[config.mk]
export PLATFORM = sky130hd
export DESIGN_NAME = lpc_periph_tpm
export DESIGN_NICKNAME = d
export VERILOG_FILES = /design/src/rtl/lpc_periph_tpm.sv
export SDC_FILE = /design/constraint.sdc
export NUM_CORES = 1
export LEC_CHECK = 0
export CORE_MARGIN = 4
export CORE_UTILIZATION = 43
export DETAILED_ROUTE_END_ITERATION = 10
export PLACE_DENSITY = 0.88
export SYNTH_ARGS = -nofsm -noshare
export SYNTH_HDL_FRONTEND = slang
export SYNTH_SLANG_ARGS = --single-unit
[constraint.sdc]
create_clock -name clk_i -period 2.5 [get_ports clk_i]
set_input_delay 0.375 -clock clk_i [delete_from_list [all_inputs] [get_ports clk_i]]
set_output_delay 0.375 -clock clk_i [all_outputs]
set_load 0.005 [all_outputs]
[src/rtl/lpc_periph_tpm.sv]
// LPC I/O and TPM-cycle peripheral with programmable address windows.
// Decodes host frames on LAD/LFRAME#, forwards one request per cycle to the
// register file, holds the bus in long-wait SYNC until the response arrives
// (or a timeout), then returns read data and hands the bus back.

module lpc_periph_tpm #(
   parameter int NUM_WIN    = 2,
   parameter int ENABLE_TPM = 1,
   parameter int MAX_WAIT   = 32,
   localparam int WIN_W     = (NUM_WIN > 1) ? $clog2(NUM_WIN) : 1
) (
   input  logic                  clk_i,
   input  logic                  nrst_i,
   input  logic                  lframe_i,
   input  logic [3:0]            lad_i,
   output logic [3:0]            lad_o,
   output logic                  lad_oe_o,
   input  logic [16*NUM_WIN-1:0] win_base_i,
   input  logic [16*NUM_WIN-1:0] win_mask_i,
   input  logic [NUM_WIN-1:0]    win_en_i,
   output logic                  req_valid_o,
   output logic                  req_write_o,
   output logic                  req_tpm_o,
   output logic [15:0]           req_addr_o,
   output logic [7:0]            req_wdata_o,
   output logic [WIN_W-1:0]      req_win_o,
   input  logic                  rsp_valid_i,
   input  logic [7:0]            rsp_rdata_i,
   output logic                  abort_o,
   output logic                  timeout_o,
   output logic [4:0]            state_o
);

   // CT is a reserved encoding: START decodes the cycle-type nibble directly
   // on the edge where LFRAME# rises, so the FSM never parks in CT.
   typedef enum logic [4:0] {
      IDLE   = 5'd0,
      START  = 5'd1,
      CT     = 5'd2,
      ADDR1  = 5'd3,
      ADDR2  = 5'd4,
      ADDR3  = 5'd5,
      ADDR4  = 5'd6,
      WDATA1 = 5'd7,
      WDATA2 = 5'd8,
      TAR1   = 5'd9,
      TAR2   = 5'd10,
      SYNC   = 5'd11,
      RDATA1 = 5'd12,
      RDATA2 = 5'd13,
      FTAR1  = 5'd14,
      FTAR2  = 5'd15,
      IGNORE = 5'd16
   } state_t;

   localparam logic [3:0] SYNC_READY = 4'h0;
   localparam logic [3:0] SYNC_LWAIT = 4'h6;
   localparam logic [3:0] SYNC_ERROR = 4'hA;

   state_t           state;
   logic [15:0]      addr_q;
   logic [3:0]       wdata_lo;
   logic [WIN_W-1:0] win_q;
   logic             is_write;
   logic             is_tpm;
   logic             pending;
   logic             rsp_done;
   logic [7:0]       rdata_q;
   logic [7:0]       wait_cnt;

   logic [15:0]      addr_full;
   logic             win_hit;
   logic [WIN_W-1:0] win_sel;
   logic             start_ok;
   logic             start_tpm;
   logic             rsp_now;

   // Address window decode on the final address nibble; the loop runs from the
   // top index down so the lowest matching window is the one that sticks.
   always_comb begin
      addr_full = {addr_q[15:4], lad_i};
      win_hit   = 1'b0;
      win_sel   = '0;
      for (int n = NUM_WIN - 1; n >= 0; n--) begin
         if (win_en_i[n] &&
             (((addr_full ^ win_base_i[16*n +: 16]) & win_mask_i[16*n +: 16]) == 16'h0000)) begin
            win_hit = 1'b1;
            win_sel = WIN_W'(n);
         end
      end
   end

   // START nibble qualification and "response available by this edge".
   always_comb begin
      start_tpm = (lad_i == 4'b0101);
      start_ok  = (lad_i == 4'b0000) || ((ENABLE_TPM != 0) && start_tpm);
      rsp_now   = rsp_done || (pending && rsp_valid_i);
   end

   // Frame sequencer: decodes the host cycle, issues the request, runs SYNC
   // and read-data phases, and restarts immediately whenever LFRAME# drops.
   always_ff @(posedge clk_i or negedge nrst_i) begin
      if (!nrst_i) begin
         state       <= IDLE;
         lad_o       <= 4'hF;
         req_valid_o <= 1'b0;
         req_write_o <= 1'b0;
         req_tpm_o   <= 1'b0;
         req_addr_o  <= 16'h0000;
         req_wdata_o <= 8'h00;
         req_win_o   <= '0;
         abort_o     <= 1'b0;
         timeout_o   <= 1'b0;
         addr_q      <= 16'h0000;
         wdata_lo    <= 4'h0;
         win_q       <= '0;
         is_write    <= 1'b0;
         is_tpm      <= 1'b0;
         pending     <= 1'b0;
         rsp_done    <= 1'b0;
         rdata_q     <= 8'h00;
         wait_cnt    <= 8'h00;
      end else begin
         req_valid_o <= 1'b0;
         abort_o     <= 1'b0;
         timeout_o   <= 1'b0;
         lad_o       <= 4'hF;

         if (pending && rsp_valid_i) begin
            pending  <= 1'b0;
            rsp_done <= 1'b1;
            rdata_q  <= rsp_rdata_i;
         end

         if (!lframe_i && (state != IDLE) && (state != START)) begin
            if (pending) begin
               abort_o  <= 1'b1;
               pending  <= 1'b0;
               rsp_done <= 1'b0;
            end
            wait_cnt <= 8'h00;
            is_tpm   <= start_tpm;
            state    <= start_ok ? START : IGNORE;
         end else begin
            case (state)
               IDLE: begin
                  if (!lframe_i) begin
                     is_tpm <= start_tpm;
                     state  <= start_ok ? START : IGNORE;
                  end
               end
               START, CT: begin
                  if (!lframe_i) begin
                     is_tpm <= start_tpm;
                     state  <= start_ok ? START : IGNORE;
                  end else begin
                     case (lad_i)
                        4'b0000: begin
                           is_write <= 1'b0;
                           state    <= ADDR1;
                        end
                        4'b0010: begin
                           is_write <= 1'b1;
                           state    <= ADDR1;
                        end
                        default: state <= IGNORE;
                     endcase
                  end
               end
               ADDR1: begin
                  addr_q[15:12] <= lad_i;
                  state         <= ADDR2;
               end
               ADDR2: begin
                  addr_q[11:8] <= lad_i;
                  state        <= ADDR3;
               end
               ADDR3: begin
                  addr_q[7:4] <= lad_i;
                  state       <= ADDR4;
               end
               ADDR4: begin
                  addr_q[3:0] <= lad_i;
                  win_q       <= win_sel;
                  if (!win_hit) begin
                     state <= IGNORE;
                  end else if (is_write) begin
                     state <= WDATA1;
                  end else begin
                     req_valid_o <= 1'b1;
                     req_write_o <= 1'b0;
                     req_tpm_o   <= is_tpm;
                     req_addr_o  <= addr_full;
                     req_win_o   <= win_sel;
                     pending     <= 1'b1;
                     rsp_done    <= 1'b0;
                     state       <= TAR1;
                  end
               end
               WDATA1: begin
                  wdata_lo <= lad_i;
                  state    <= WDATA2;
               end
               WDATA2: begin
                  req_valid_o <= 1'b1;
                  req_write_o <= 1'b1;
                  req_tpm_o   <= is_tpm;
                  req_addr_o  <= addr_q;
                  req_wdata_o <= {lad_i, wdata_lo};
                  req_win_o   <= win_q;
                  pending     <= 1'b1;
                  rsp_done    <= 1'b0;
                  state       <= TAR1;
               end
               TAR1: state <= TAR2;
               TAR2: begin
                  state <= SYNC;
                  if (rsp_now) begin
                     lad_o    <= SYNC_READY;
                     wait_cnt <= 8'h00;
                  end else begin
                     lad_o    <= SYNC_LWAIT;
                     wait_cnt <= 8'h01;
                  end
               end
               SYNC: begin
                  if (lad_o == SYNC_LWAIT) begin
                     if (rsp_now) begin
                        lad_o <= SYNC_READY;
                     end else if (wait_cnt == 8'(MAX_WAIT)) begin
                        lad_o     <= SYNC_ERROR;
                        timeout_o <= 1'b1;
                        pending   <= 1'b0;
                        rdata_q   <= 8'hFF;
                     end else begin
                        lad_o    <= SYNC_LWAIT;
                        wait_cnt <= wait_cnt + 8'd1;
                     end
                  end else begin
                     wait_cnt <= 8'h00;
                     if (is_write) begin
                        state <= FTAR1;
                     end else begin
                        lad_o <= rdata_q[3:0];
                        state <= RDATA1;
                     end
                  end
               end
               RDATA1: begin
                  lad_o <= rdata_q[7:4];
                  state <= RDATA2;
               end
               RDATA2: state <= FTAR1;
               FTAR1:  state <= FTAR2;
               FTAR2:  state <= IDLE;
               IGNORE: state <= IGNORE;
               default: state <= IDLE;
            endcase
         end
      end
   end

   // The pad is only driven in our own phases, and LFRAME# low releases it
   // in the same cycle without waiting for the next edge.
   assign lad_oe_o = lframe_i && ((state == SYNC) || (state == RDATA1) ||
                                  (state == RDATA2) || (state == FTAR1));
   assign state_o  = state;

endmodule

-- After elaboration in Yosys (flattened, before gate mapping)
Cells that the tools add are included.
- ROM bits: 0
- RAM bits: 0
- latch bits: 0
- word-level logic and storage cells: 164
- memories: 0
- flip-flop bits (word level): 80
- multiplexer cells: 74
- equal/unequal tests: 27
- magnitude comparators: 0
- shift operators: 0
- div/mod/pow operators: 0
- reductions and logical operators: 35
- $mul: 0
- bitwise logic cells: 5
- add/sub/neg operators: 1
- operator list (cell ; count):
    8-bit two-way mux ; 10
    5-bit one-hot mux with 15 select lines ; 1
    1-bit two-way mux ; 36
    5-bit by 4-bit equality test with 1-bit output (second input constant) ; 7
    5-bit two-way mux ; 7
    16-bit bitwise AND ; 2
    16-bit zero test ; 2
    16-bit two-way mux ; 2
    16-bit one-hot mux with 2 select lines ; 1
    16-bit bitwise XOR ; 2
    4-bit two-way mux ; 6
    5-bit by 3-bit equality test with 1-bit output (second input constant) ; 4
    8-bit one-hot mux with 2 select lines ; 1
    2-bit AND reduction ; 8
    1-bit one-hot mux with 2 select lines ; 6
    4-bit one-hot mux with 3 select lines ; 1
    5-bit by 2-bit equality test with 1-bit output (second input constant) ; 2
    8-bit by 1-bit adder with 8-bit output (second input constant) ; 1
    4-bit by 3-bit equality test with 1-bit output (second input constant) ; 2
    8-bit by 6-bit equality test with 1-bit output (second input constant) ; 1
    4-bit inequality test (second input constant) ; 2
    4-bit AND reduction ; 2
    1-bit logical AND ; 6
    3-bit inequality test (second input constant) ; 2
    other kinds (20) ; 28

-- Depth between registers and ports, before layout
- word-level depth: 9
- depth in mapped cells: 10
- gate-level depth less buffers: 9

-- Worst setup path before layout
Ideal clock, no wire load.
- path kind: register to register
- start: reg addr_q[6]
- end: reg req_addr_o[4]
- cell stages (with the launch flop): 9
- clock period less this slack: 2.341 ns
- arrival: 2.216 ns
- data required time: 2.375 ns
- path slack: 0.159 ns
- cells stage by stage: dfrtp_1 xor2_1 a22oi_1 nand4_1 nor4_4 o211ai_4 a21oi_4 buf_12 mux2_4
- longest elaborated chain between the ends: 8
- elaborated cells between the ends (all ways): 12
- those cells by class: eq/ne (1); mux (2); bitwise (4); reduce/logical (5)
- ends and longest elaborated chain (item ; line ; source):
    start, declared ; 61 ; logic [15:0] addr_q;
    start signal, assigned ; 179 ; addr_q[7:4] <= lad_i;
    16-bit bitwise XOR ; 86 ; (((addr_full ^ win_base_i[16*n +: 16]) & win_mask_i[16*n +: 16]) == 16'h0000)) begin
    16-bit bitwise AND ; 86 ;
    16-bit zero test ; 86 ;
    1-bit logical AND ; 85 ; if (win_en_i[n] &&
    1-bit two-way mux ; 85 ;
    1-bit two-way mux * ; 85 ;
    2-bit inequality test (no line) * ; -- ;
    4-bit AND reduction (no line) * ; -- ;
    end signal, assigned ; 193 ; req_addr_o <= addr_full;
    end signal, assigned ; 208 ; req_addr_o <= addr_q;
    end, declared ; 24 ; output logic [15:0] req_addr_o,
Every way passes the cells marked *; elsewhere a longest branch is shown, timed or not.
A chain may end at the register's enable or synchronous reset.

-- Worst setup path after layout
- start: in lad_i[1]
- end: reg req_addr_o[10]
- longest elaborated chain between the ends: 8
- elaborated cells between the ends (all ways): 12
- those cells by class: eq/ne (1); mux (2); bitwise (4); reduce/logical (5)
- ends and longest elaborated chain (item ; line ; source):
    start, declared ; 15 ; input logic [3:0] lad_i,
    16-bit bitwise XOR ; 86 ;
    16-bit bitwise AND ; 86 ;
    16-bit zero test ; 86 ;
    1-bit logical AND ; 85 ;
    1-bit two-way mux ; 85 ;
    1-bit two-way mux * ; 85 ;
    2-bit inequality test (no line) * ; -- ;
    4-bit AND reduction (no line) * ; -- ;
Marks and branches as above.

==> impl_metrics.ini <==
[timing]
tightest_slew_ns = 0.5923
finalHoldViolations = 0
slew_viol_final = 0
min_period_ns = 2.387
setup_violations = 0
relSlewSlack = 0.6015
period_share = 0.9548
fin_ws_ns = 0.1129
rsz0062_at_grt = false
skew_ns = 0.007750
max_clock_freq_mhz = 418.9

[setup_path]
worstSetupPathType = in -> reg
cp_max_fo = 15
cp.arrival_ns = 2.63
endpoint_kind = flip-flop
cp.required_ns = 2.74
cp-start-kind = input pin

[floorplanning]
die_x_um = 107.6
core_area_um2 = 9729
start_util = 0.4380
die_h_um = 107.6
dieArea_um2 = 11570
io-pin-count = 122
std_cell_rows = 36

[hold_path]
worstHoldPathType = in -> async

[synth]
synth_cells = 414
synth.distinct_cells = 58
synth-edff-count = 0
ys_seq_area_frac = 0.4709
muxShareOfSynthArea = 0.1154
async_flop_share = 1.000
synth-simple-area-share = 0.1703
ys.warnings.count = 0
syn_nets = 498
synth_ff_type = dfrtp_1
synthAdderAreaFrac = 0.005872
avgSynthCellArea_um2 = 10.29
synth_top_family_by_area = simple AND/OR/NAND/NOR gates
synth_seq_cells = 80
synth-compound-area-share = 0.1330
synth_xor_area_frac = 0.07810
syn_area_um2 = 4262

[clock_tree]
cts_root_buf = clkbuf_8
cts_hold_buf = 0
clock_latency_ns = 0.35
cts-htree-levels = 3
cts.sinks = 80
clk_path_buf_depth = 2
clk_pin_slew_ns = 0.08
cts_buffers = 9
cts_tree = built

[route]
vias_per_cell = 5.400
wirelength_mm = 12.79
drt_iter0_markers = 411
drc = 0
wl_per_cell_um = 18.27
first_pass_iters = 4
via_count = 3780
ant_nets = 0

[power_and_ir_drop]
power_density_nw_per_um2 = 446.1
max-vdd-ir-drop_mv = 0.3025
leakage_nw = 2.790

[placement]
dp_slack_ns = -0.3480
placed_cells = 683
gp_congestion = 0.9333
port_buffers = 121
dp_hpwl_mm = 9.934

[global_routing]
antenna_found_initial = 0
grt_pass1_vias = 3906
grt.overflow.total = 0
grt_pass1_wl_mm = 20.48
track_usage = 0.2311
grt_max_degree = 81

[run_status]
outcome = finished clean

[layout]
n_antenna_cell = 0
syn2layout_area_growth_pct = 42.66
finalNetCount = 647
stdcell_count = 700
drive_gt1_frac = 0.2011

[run]
maxCapViolCount = 0
power by group:
group          internal (W)  switching, W  total, W
Combinational      0.000220      0.000181  0.000401
Sequential          0.00132     0.0000264   0.00134
Clock              0.000512      0.000456  0.000968
Total               0.00205      0.000664   0.00271
cell usage after synthesis (3+ instances only):
| cell | instances | area (um2) |
|---|---|---|
| mux2_4 | 5 | 75.07 |
| nand4_1 | 8 | 50.05 |
| dfstp_2 | 4 | 105.1 |
| clkbuf_1 | 13 | 48.80 |
| o22ai_1 | 6 | 37.54 |
| a22oi_1 | 13 | 97.59 |
| inv_1 | 7 | 26.28 |
| nand3_1 | 16 | 80.08 |
| a21o_1 | 3 | 22.52 |
| and2_1 | 4 | 25.02 |
| nor4_1 | 4 | 25.02 |
| a21oi_1 | 11 | 55.05 |
| nor2_1 | 33 | 123.9 |
| or3_1 | 3 | 18.77 |
| nor3_1 | 7 | 35.03 |
| dfrtp_1 | 76 | 1902 |
| o21ai_0 | 21 | 105.1 |
| nand2_1 | 53 | 198.9 |
| nand2b_1 | 3 | 18.77 |
| xor2_1 | 37 | 324.1 |
| mux2_2 | 37 | 416.7 |
| o31ai_1 | 3 | 22.52 |
| and3_1 | 4 | 25.02 |
critical path, cell delays in order:
cell	delay [ns]
clkdlybuf4s50_1	0.48
xor2_1	0.18
a22oi_1	0.25
nand4_1	0.19
nor3_2	0.19
buf_4	0.15
o211ai_4	0.09
a21oi_4	0.20
buf_12	0.17
mux2_2	0.35
final timing paths:
path / startpoint / endpoint / slack [ns] / cells past startpoint
max in group asynchronous: nrst_i / lad_o[2] / 2.10 / 2
max reg2reg: addr_q[7] / req_addr_o[10] / 0.12 / 8
max: lad_i[1] / req_addr_o[10] / 0.11 / 10
min in group clk_i: rdata_q[2] / rdata_q[2] / 0.50 / 2
min reg2reg: rdata_q[2] / rdata_q[2] / 0.50 / 2
min: nrst_i / req_addr_o[4] / 0.02 / 2
stage by stage:
stage	total power (W)	utilization	setup TNS (ns)	area [um2]	hold WS (ns)
floorplan	0.001507	-	0	4262	0.07941
global placement	0.001741	0.5981	-2.848	5819	0.4245
detailed placement	0.001755	0.5981	-5.649	5819	0.4301
CTS	0.002717	0.6200	0	6032	0.04383
global route	0.002827	0.6249	0	6080	0.05327
finish	0.002712	0.6249	0	6080	0.01905
what timing repair did:
action                     in CTS  in global routing
setup endpoints to repair       7                 24
setup buffers                   0                  2
pin swaps                       0                  2
resized for setup               2                  8
registers in the layout, indices dropped and copies added (netlist names):
register	count
is_write	1
req_addr_o	16
pending	1
abort_o	1
req_valid_o	1
win_q	1
timeout_o	1
addr_q	16
req_write_o	1
rdata_q	8
lad_o	4
wdata_lo	4
is_tpm	1
req_wdata_o	8
req_tpm_o	1
state_o	5
rsp_done	1
req_win_o	1
wait_cnt	8
per-layer routing:
metal,GRT usage,part of all wire,vias up
li1,-,-,1776
met1,0.2972,0.42,1856
met2,0.3779,0.51,131
met3,0.05339,0.053,17
met4,0.09017,0.018,0
met5,0,0,-
cell usage in the layout (no fill, tap or decap), drive strengths merged, types with 11 or more instances in the layout:
cell type        n
nand2           53
a22oi           13
dfrtp           76
clkdlybuf4s50  120
nand3           16
mux2            42
clkbuf          11
nor2            33
o21ai           21
buf             35
xor2            37
a21oi           12
cell families (layout without fill, tap and decap cells):
kind of cell               count (synthesis)  after routing
muxes                                     42             42
DFF                                       80             80
adders and majority gates                  2              2
and+or+nand+nor                          148            148
buffers and inverters                     25            178
AOI/OAI and AO/OA                         79             79
xor gates and xnor gates                  38             38
cell type report:
cell class	count	area, um2
clock inverter	4	53.80
tap	133	166.4
multi-input combinational	309	2175
inverter	8	30.03
clock buffer	11	151.4
sequential	80	2011
timing repair buffer	155	1493
fill	769	3650
Power figures use the tool's default switching activity.
